[src/rtl/vga_capture.sv]
// vga_capture: decodes a sampled VGA stream, verifies line/frame timing and
// emits one write strobe per kept pixel of a centred, block-decimated grid.
// H_ACT/V_ACT give the active geometry of the incoming stream (640x480 for
// real VGA); they exist so reduced-size streams can exercise the same logic.
module vga_capture #(
    parameter int unsigned WIDTH  = 640,
    parameter int unsigned HEIGHT = 480,
    parameter int unsigned H_ACT  = 640,
    parameter int unsigned V_ACT  = 480
) (
    input  logic       CLOCK_50,
    input  logic       reset_n,
    input  logic       pix_en,
    input  logic [7:0] VGA_R,
    input  logic [7:0] VGA_G,
    input  logic [7:0] VGA_B,
    input  logic       VGA_HS,
    input  logic       VGA_VS,
    input  logic       VGA_BLANK_N,
    output logic [9:0] x,
    output logic [8:0] y,
    output logic [7:0] r,
    output logic [7:0] g,
    output logic [7:0] b,
    output logic       valid,
    output logic       frame_start,
    output logic       locked,
    output logic       sync_err
);

    localparam int unsigned X_BLOCK = H_ACT / WIDTH;
    localparam int unsigned Y_BLOCK = V_ACT / HEIGHT;
    localparam int unsigned BLOCK   = (X_BLOCK < Y_BLOCK) ? X_BLOCK : Y_BLOCK;
    localparam int unsigned X_SPAN  = WIDTH * BLOCK;
    localparam int unsigned Y_SPAN  = HEIGHT * BLOCK;
    localparam int unsigned X_START = (H_ACT - X_SPAN) / 2;
    localparam int unsigned Y_START = (V_ACT - Y_SPAN) / 2;

    typedef enum logic [1:0] {
        S_SEARCH = 2'd0,
        S_CHECK  = 2'd1,
        S_RUN    = 2'd2
    } state_t;

    state_t     r_state;
    state_t     w_state_d;

    logic       r_vs_prev;
    logic       r_bl_prev;
    logic [9:0] r_px;
    logic [8:0] r_ln;
    logic [9:0] r_xd;
    logic [9:0] r_xc;
    logic [8:0] r_yd;
    logic [8:0] r_yc;

    logic       w_vs_fall;
    logic       w_bl_fall;
    logic [9:0] w_px_off;
    logic [8:0] w_ln_off;
    logic       w_in_x;
    logic       w_in_y;
    logic       w_keep;
    logic [8:0] w_ln_end;
    logic       w_line_bad;
    logic       w_frame_bad;
    logic       w_locked_d;
    logic       w_sync_err_d;
    logic       w_frame_start_d;
    logic       w_unused_hs;

    // HS carries no information needed for position recovery
    assign w_unused_hs = VGA_HS;

    // Edge detection, window test and timing checks for the current sample
    always_comb begin
        w_vs_fall   = pix_en & r_vs_prev & ~VGA_VS;
        w_bl_fall   = pix_en & r_bl_prev & ~VGA_BLANK_N;
        // Offset compare: below-start values wrap far above the span
        w_px_off    = r_px - 10'(X_START);
        w_ln_off    = r_ln - 9'(Y_START);
        w_in_x      = (w_px_off < 10'(X_SPAN));
        w_in_y      = (w_ln_off < 9'(Y_SPAN));
        w_keep      = pix_en & VGA_BLANK_N & (r_state == S_RUN) & w_in_x & w_in_y
                      & (r_xd == 10'd0) & (r_yd == 9'd0);
        // A line ending in the same sample as VS still counts toward the frame
        w_ln_end    = w_bl_fall ? 9'(r_ln + 9'd1) : r_ln;
        w_line_bad  = w_bl_fall & (r_px != 10'(H_ACT));
        w_frame_bad = w_vs_fall & (w_ln_end != 9'(V_ACT));
    end

    // Lock FSM: state register
    always_ff @(posedge CLOCK_50 or negedge reset_n) begin
        if (!reset_n) begin
            r_state <= S_SEARCH;
        end else begin
            r_state <= w_state_d;
        end
    end

    // Lock FSM: next state and next values of the status outputs
    always_comb begin
        w_state_d       = r_state;
        w_locked_d      = locked;
        w_sync_err_d    = 1'b0;
        w_frame_start_d = 1'b0;
        case (r_state)
            S_SEARCH: begin
                if (w_vs_fall) begin
                    w_state_d = S_CHECK;
                end
            end
            S_CHECK, S_RUN: begin
                if (w_line_bad || w_frame_bad) begin
                    w_state_d    = S_SEARCH;
                    w_locked_d   = 1'b0;
                    w_sync_err_d = 1'b1;
                end else if (w_vs_fall) begin
                    w_state_d       = S_RUN;
                    w_locked_d      = 1'b1;
                    w_frame_start_d = 1'b1;
                end
            end
            default: begin
                w_state_d  = S_SEARCH;
                w_locked_d = 1'b0;
            end
        endcase
    end

    // Previous-sample registers and raw pixel/line counters
    always_ff @(posedge CLOCK_50 or negedge reset_n) begin
        if (!reset_n) begin
            r_vs_prev <= 1'b0;
            r_bl_prev <= 1'b0;
            r_px      <= 10'd0;
            r_ln      <= 9'd0;
        end else if (pix_en) begin
            r_vs_prev <= VGA_VS;
            r_bl_prev <= VGA_BLANK_N;
            if (w_bl_fall) begin
                r_px <= 10'd0;
            end else if (VGA_BLANK_N) begin
                r_px <= r_px + 10'd1;
            end
            if (w_vs_fall) begin
                r_ln <= 9'd0;
            end else if (w_bl_fall) begin
                r_ln <= r_ln + 9'd1;
            end
        end
    end

    // Sub-block and logical coordinate counters for decimation
    always_ff @(posedge CLOCK_50 or negedge reset_n) begin
        if (!reset_n) begin
            r_xd <= 10'd0;
            r_xc <= 10'd0;
            r_yd <= 9'd0;
            r_yc <= 9'd0;
        end else if (pix_en) begin
            if (w_vs_fall) begin
                r_xd <= 10'd0;
                r_xc <= 10'd0;
                r_yd <= 9'd0;
                r_yc <= 9'd0;
            end else if (w_bl_fall) begin
                r_xd <= 10'd0;
                r_xc <= 10'd0;
                if (w_in_y) begin
                    if (r_yd == 9'(BLOCK - 1)) begin
                        r_yd <= 9'd0;
                        r_yc <= r_yc + 9'd1;
                    end else begin
                        r_yd <= r_yd + 9'd1;
                    end
                end
            end else if (VGA_BLANK_N && w_in_x && w_in_y) begin
                if (r_xd == 10'(BLOCK - 1)) begin
                    r_xd <= 10'd0;
                    r_xc <= r_xc + 10'd1;
                end else begin
                    r_xd <= r_xd + 10'd1;
                end
            end
        end
    end

    // Registered outputs: strobes are one cycle, pixel data holds until next strobe
    always_ff @(posedge CLOCK_50 or negedge reset_n) begin
        if (!reset_n) begin
            x           <= 10'd0;
            y           <= 9'd0;
            r           <= 8'd0;
            g           <= 8'd0;
            b           <= 8'd0;
            valid       <= 1'b0;
            frame_start <= 1'b0;
            locked      <= 1'b0;
            sync_err    <= 1'b0;
        end else begin
            valid       <= w_keep;
            frame_start <= w_frame_start_d;
            locked      <= w_locked_d;
            sync_err    <= w_sync_err_d;
            if (w_keep) begin
                x <= r_xc;
                y <= r_yc;
                r <= VGA_R;
                g <= VGA_G;
                b <= VGA_B;
            end
        end
    end

endmodule

[config.mk]
export PLATFORM = sky130hd
export DESIGN_NAME = vga_capture
export DESIGN_NICKNAME = d
export VERILOG_FILES = /design/src/rtl/vga_capture.sv
export SDC_FILE = /design/constraint.sdc
export NUM_CORES = 1
export LEC_CHECK = 0
export CAP_MARGIN = 15
export CORE_ASPECT_RATIO = 1.4
export CORE_UTILIZATION = 40
export CTS_CLUSTER_DIAMETER = 100
export DETAILED_ROUTE_END_ITERATION = 12
export GPL_ROUTABILITY_DRIVEN = 0
export PLACE_DENSITY = 0.71
export SYNTH_ARGS = -nofsm -noshare
export SYNTH_HDL_FRONTEND = slang
export SYNTH_SLANG_ARGS = --single-unit
[constraint.sdc]
create_clock -name CLOCK_50 -period 3.06 [get_ports CLOCK_50]
set_clock_uncertainty 0.05 [all_clocks]
set_input_delay 0.612 -clock CLOCK_50 [delete_from_list [all_inputs] [get_ports CLOCK_50]]
set_output_delay 0.612 -clock CLOCK_50 [all_outputs]
set_load 0.05 [all_outputs]
==> results.md, run 1 <==
- Postcts setup bufs: 0
- WP data required: 3.24 ns
- Drt drc: 0
- NumNets Final: about 580
- Slowest stage cell, crit path: clkdlybuf4s50_1
- Worst stage delay on the critical path: 0.71 ns
- Num Clock Sinks: ~110
- Dpl hpwl: 7.605 mm
- Number of global-route vias before repair: between 3000 and 4000
- Final Cycle Share: 0.8368
- CTS Buffer Depth: 2
- DP Worst Slack: 0.1252 ns
- Clk slew on worst S/H paths: 0.07 ns
- PD cells: 476.3 mW/mm2
- Reg2reg end: b[0]
- Largest net degree at the start of global routing: 57
- Core region area: around 0.013 mm2
- Pleak: ~0.0029 uW
- Post-synthesis async set-or-reset flop share: 1.000
- Endpoints failing hold: 0
- Final setup viols: 0
- Critical path launch point: pix_en
- Pins Over Slew Limit: 0
- Avg Cell Area, Syn: around 11 um2
- Synth Instances: 464
- Synth Register Bits: 108
- Post-CTS Resized: 0
- WL/cell: 14.48 um
- Worst Hold Class: input pin to async pin
- Ports: 77
- First-pass GRT wire length: 18.08 mm
- FP Rows: 49
- Most common cell after layout, fill and taps aside: dfrtp_1
- Reg2reg path depth: 8
- ANT nets after route: 0
- GRT Overall Usage: 0.1641
- Post-synthesis sequential area ratio: 0.5080
- RSZ-0062 raised after global routing: no
- Antenna fix cells: 0
- Total CTS buffers: 9
- Slew @ Worst Pin: roughly 0.68 ns
- Flop-to-flop setup slack: 0.74 ns
- CP max FO: 11
- CP Depth: 7
- Endpoint type of the worst setup path: flip-flop
- Status: completed
- Placed cells: around 710
- # fillers: 1130
- 1st-iter DRT viols: 186
- Htree depth: 3
- Root Driver: clkbuf_16
- CP delay by family, top: simple AND/OR/NAND/NOR gates
- Worst Setup Start Kind: input pin
- Initial core utilization: 0.4113
- Die height: 138.5 um
- Synth area leader: dfrtp_1
- Peak VDD IR: 217.9 uV
- Yosys Warn Count: 0
- Clk_lat worst skew: 0.35 ns
- Crit path to: r_state[1]
- TritonRoute pass-1 iters: 5
- Buf/Inv on CP: 1
- Post-cts hold buffer count: 0
- Crit path arrival time: 2.74 ns
- Overall routed net length: 10.45 mm
- Area share of the largest cell type after synthesis: 0.5080
- Initial antenna violation count: 0
- Max-cap viol count: 0
- F_max: slightly below 400 MHz
- Commonest non-fill, non-tap cells in the layout: dfrtp_1, clkdlybuf4s50_1, nor2_1, mux2_4, xor2_1
- Setup CP Type: input pin to flip-flop
- Final Instance Count excl. Fillers: 722
- Slew HR: 0.5453
- Area grow syn2layout: 22.67%
- R2R Path Start: r_xd[0]
- Post-Syn Nets: roughly 510
- Synth unique cells: 51
- Worst path cell trace: clkdlybuf4s50_1 > and4b_2 > and2_0 > xor2_1 > nor2_1 > nand4_4 > o32ai_1
- Setup tns final: 0 ns
- PnR worst setup slack: 0.4993 ns
- Total grt overflow: 0
- Layout cells sized above 1: 0.1563
- Die width: 99.47 um
- Post-Syn Area: 0.005320 mm2
- Die area: 0.01377 mm2
- Main synth FF type: dfrtp_1
- Final critical-path required period: between 2 and 3 ns
- Number of synthesized flops with an enable pin: 0
- CTS tree: built
- Vias: between 3000 and 4000
- IO buf count: 75
- Vias/cell: 5.093
- Top cells by area, synth: dfrtp_1, mux2_4, xor2_1
Yosys cell counts (2+ instances only):
library cell / count
dfrtp_1: 108
nor2_1: 51
mux2_4: 40
xor2_1: 31
nand2_1: 30
o21ai_0: 22
nand3_1: 20
nand4_1: 20
and3_1: 14
ha_1: 13
inv_1: 13
clkbuf_1: 9
mux2_2: 7
a21oi_1: 6
nor3_1: 6
and2_1: 5
xnor2_1: 5
a22o_1: 4
buf_2: 4
buf_8: 4
o21ai_1: 4
o31ai_1: 4
mux2i_1: 3
nor2_2: 3
or3_1: 3
a31oi_1: 2
a32o_1: 2
and3b_1: 2
buf_6: 2
nand3b_1: 2
nand4_2: 2
nor2b_1: 2
nor4_1: 2
o32ai_1: 2
metal layers:
| layer | track usage | up-vias | routed length [um] |
|---|---|---|---|
| met5 | 0 | - | 0 |
| met3 | 0.02477 | 11 | 256 |
| met2 | 0.2902 | 68 | 5641 |
| met4 | 0.06811 | 0 | 173 |
| met1 | 0.1970 | 1826 | 4379 |
| li1 | - | 1772 | - |
area by class of cell:
type                            instances  area (um2)  share of cell area
Inverter                               13       48.80            0.007477
Clock inverter                          4       28.78            0.004410
Multi-Input combinational cell        323        2426              0.3717
Tap cell                              178       222.7             0.03413
Sequential cell                       108        2703              0.4141
Timing Repair Buffer                   86       868.3              0.1331
Clock buffer                           10       229.0             0.03508
registers in the layout, summed over array words and instances (netlist names):
signal and flops:
r_yc 9, frame_start 1, r_state 2, x 10
r_ln 9, r_xd 10, locked 1, b 8
r_xc 10, sync_err 1, valid 1, r_vs_prev 1
g 8, r_bl_prev 1, r_px 10, r_yd 9
y 9, r 8
cells by family after synthesis:
family                   synth area share
buffers and inverters             0.03622
flip-flops                         0.5080
multiplexers                       0.1334
XOR/XNOR                          0.05927
adder cells (fa/ha/maj)           0.03057
AO/OA/AOI/OAI                     0.06280
AND/OR/NAND/NOR                    0.1698
worst min path at each step:
stage / from / endpoint / slack, ns / depth (start not counted)
6_report: reset_n / r[2] / 0.25 / 1
5_1_grt: reset_n / r[2] / 0.30 / 1
4_1_cts: reset_n / r[2] / 0.27 / 1
3_5_place_dp: x[2] / x[2] / 0.44 / 1
3_3_place_gp: r_vs_prev / r_vs_prev / 0.43 / 1
2_1_floorplan: reset_n / b[0] / 0.27 / 0
through the flow:
stage	cell area, um2	utilization	hold WS (ns)	power [uW]
floorplan	5320	-	0.2664	1936
CTS	6526	0.5045	0.2692	3156
detailed placement	6269	0.4846	0.4436	2099
finish	6526	0.5045	0.2509	3108
global placement	6269	0.4846	0.4322	2069
global route	6526	0.5045	0.3034	3298
power breakdown:
part	leakage (uW)	internal [uW]	switching (uW)
Sequential	0.00149	1520	121
Clock	0.000120	543	496
Combinational	0.00134	202	229
(Power assumes the default switching activity.)
==> run 2: changes to the inputs <==
Settings changed: PLACE_DENSITY 0.71 to 0.73.
Clock period 3.06 ns to 2.1 ns, I/O delays scaled along.
==> run 2 against run 1 <==
Compared with the run above:
- the flow now finishes with violations (negative setup slack)
- setup slack got worse by 0.50 ns
- highest routed layer unchanged
- via count grew 8.9%
- sequential share of layout area down 4.0 points
- die area did not move
==> results.md, run 2 (synthesis gave the netlist of run 1 again) <==
- Final Instance Count excl. Fillers: 782 (+8.3%)
- Slowest stage cell, crit path: dfrtp_1
- IO buf count: 75 (unchanged)
- Final Cycle Share: 1.001
- Total grt overflow: 0 (unchanged)
- Status: complete, but fails checks
- DP Area: 0.006634 mm2 (+5.8%)
- Initial core utilization: 0.4113 (unchanged)
- Layout cells sized above 1: 0.2599 (+0.1037)
- Placed cells: 755 (+6.6%)
- Worst Hold Class: flip-flop to flip-flop
- CTS tree: built
- Overall routed net length: 12.25 mm (+17%)
- Worst Setup Start Kind: flip-flop
- Total CTS buffers: 9 (unchanged)
- Buf/Inv on CP: 2 (+1)
- Clk slew on worst S/H paths: 0.07 ns (about the same)
- Clk_lat worst skew: 0.34 ns (about the same)
- Antenna fix cells: 0 (unchanged)
- GRT Overall Usage: 0.1751 (+0.01094)
- Hold path start: r_vs_prev
- Pins Over Slew Limit: 0 (unchanged)
- Dpl hpwl: 8.620 mm (+13%)
- Endpoint type of the worst setup path: flip-flop
- Drt drc: 0 (unchanged)
- Endpoints failing hold: 0 (unchanged)
- Pleak: 0.003352 uW (+14%)
- ANT nets after route: 0 (unchanged)
- Worst path cell trace: inv_2 > ha_4 > nor4b_4 > and2_4 > and3_4 > clkbuf_16 > mux2_4
- NumNets Final: 642 (+9.9%)
- Core region area: 0.01294 mm2 (unchanged)
- Root Driver: clkbuf_16
- First-pass GRT wire length: 19.51 mm (+7.9%)
- Reg2reg path depth: 7 (-1)
- Final critical-path required period: 2.102 ns
- Critical path launch point: r_yd[1]
- Setup tns final: -0.003827 ns (-0.003827 ns)
- Area grow syn2layout: 35.79%
- Commonest non-fill, non-tap cells in the layout: dfrtp_1, clkdlybuf4s50_1, buf_4, nor2_1, mux2_4
- WP data required: 2.28 ns (-0.96 ns)
- FP Rows: 49 (unchanged)
- Max-cap viol count: 0 (unchanged)
- Number of global-route vias before repair: 4131 (+9.5%)
- Final setup viols: 3 (+3)
- Num Clock Sinks: 108 (unchanged)
- R2R Path Start: r_yd[1]
- PnR worst setup slack: -0.001948 ns (-0.5012 ns)
- CP delay by family, top: simple AND/OR/NAND/NOR gates
- Slew @ Worst Pin: 0.5365 ns (-0.1455 ns)
- Slew HR: 0.6412 (+0.09587)
- Failing checks: negative setup slack
- 1st-iter DRT viols: 99 (-47%)
- Vias/cell: 5.120 (+0.54%)
- Crit path to: x[9]
- Tot Pwr: 5172 uW (+66%)
- Setup CP Type: flip-flop to flip-flop
- Htree depth: 3 (unchanged)
- Reg2reg end: x[9]
- RSZ-0062 raised after global routing: yes
- Initial antenna violation count: 0 (unchanged)
- F_max: 475.7 MHz
- Die area: 0.01377 mm2 (unchanged)
- Ports: 77 (unchanged)
- Flop-to-flop setup slack: -0.002 ns (-0.74 ns)
- Final instance area: 0.007224 mm2 (+11%)
- Worst stage delay on the critical path: 0.40 ns (-0.31 ns)
- # fillers: 1067 (-5.6%)
- Die width: 99.47 um (unchanged)
- CP max FO: 10 (-1)
- Peak VDD IR: 446.6 uV (+100%)
- WL/cell: 15.66 um (+8.2%)
- PD cells: 715.8 mW/mm2 (+50%)
- Die height: 138.5 um (unchanged)
- Vias: 4004 (+8.9%)
- Largest net degree at the start of global routing: 36 (-37%)
- Most common cell after layout, fill and taps aside: dfrtp_1
- Crit path arrival time: 2.28 ns (-0.46 ns)
- CP Depth: 7 (unchanged)
- TritonRoute pass-1 iters: 4 (-1)
- CTS Buffer Depth: 2 (unchanged)
[run 2: timing repair]
item                                   in CTS  in global routing
endpoints found under the hold margin       2                  0
hold buffers                                1                  0
buffers inserted                            1                  4
gates resized for setup                     3                 22
setup endpoints to repair                  59                 67
cloned                                      0                  5
pin swaps                                   1                  6
[run 2: report_power, final]
group          leakage, uW  total, uW  switching [uW]  internal, uW
logic              0.00171        906             426           479
registers          0.00149       2390             186          2210
clock network     0.000160       1870             803          1070
[run 2: worst min-delay path by stage]
| stage | end | slack (ns) | cells past startpoint |
|---|---|---|---|
| 6_report | r_vs_prev | 0.45 | 1 |
| 5_1_grt | b[6] | 0.48 | 1 |
| 4_1_cts | r_vs_prev | 0.46 | 1 |
| 3_5_place_dp | r_yc[6] | 0.37 | 1 |
| 3_3_place_gp | r_yc[5] | 0.37 | 1 |
| 2_1_floorplan | b[0] | 0.07 | 0 |
[run 2: cell type report]
| cell class | instances | area (um2) | share of cell area |
|---|---|---|---|
| inverter | 13 | 48.80 | 0.006754 |
| sequential | 108 | 2704 | 0.3743 |
| multi-input combinational | 323 | 2515 | 0.3481 |
| clock inverter | 7 | 107.6 | 0.01489 |
| clock buffer | 9 | 225.2 | 0.03117 |
| tap | 178 | 222.7 | 0.03083 |
| timing repair buffer | 144 | 1401 | 0.1940 |
[run 2: layer usage]
metal	part of all wire	GRT usage	vias to the layer above	routed length, um
li1	-	-	1896	-
met1	0.41	0.2050	2007	5000
met2	0.55	0.3187	85	6701
met3	0.031	0.03337	16	379
met4	0.013	0.05495	0	165
met5	0	0	-	0
[run 2: worst register-to-register path: cells and delay by family (launching register included)]
kind / cells / cell delay, ns
multiplexers: 1 / 0.30
flip-flops: 1 / 0.40
buffers and inverters: 2 / 0.32
AND/OR/NAND/NOR: 3 / 0.79
adder cells (fa/ha/maj): 1 / 0.13
[run 2: through the flow]
stage	hold WS (ns)	utilization	setup WS, ns
final	0.4535	0.5585	-0.001948
after global routing	0.4826	0.5585	-0.07802
after CTS	0.4553	0.5413	0.003631
after detailed placement	0.3711	0.5128	-0.3704
after global placement	0.3660	0.5128	-0.3322
after floorplan	0.07441	-	0.1093
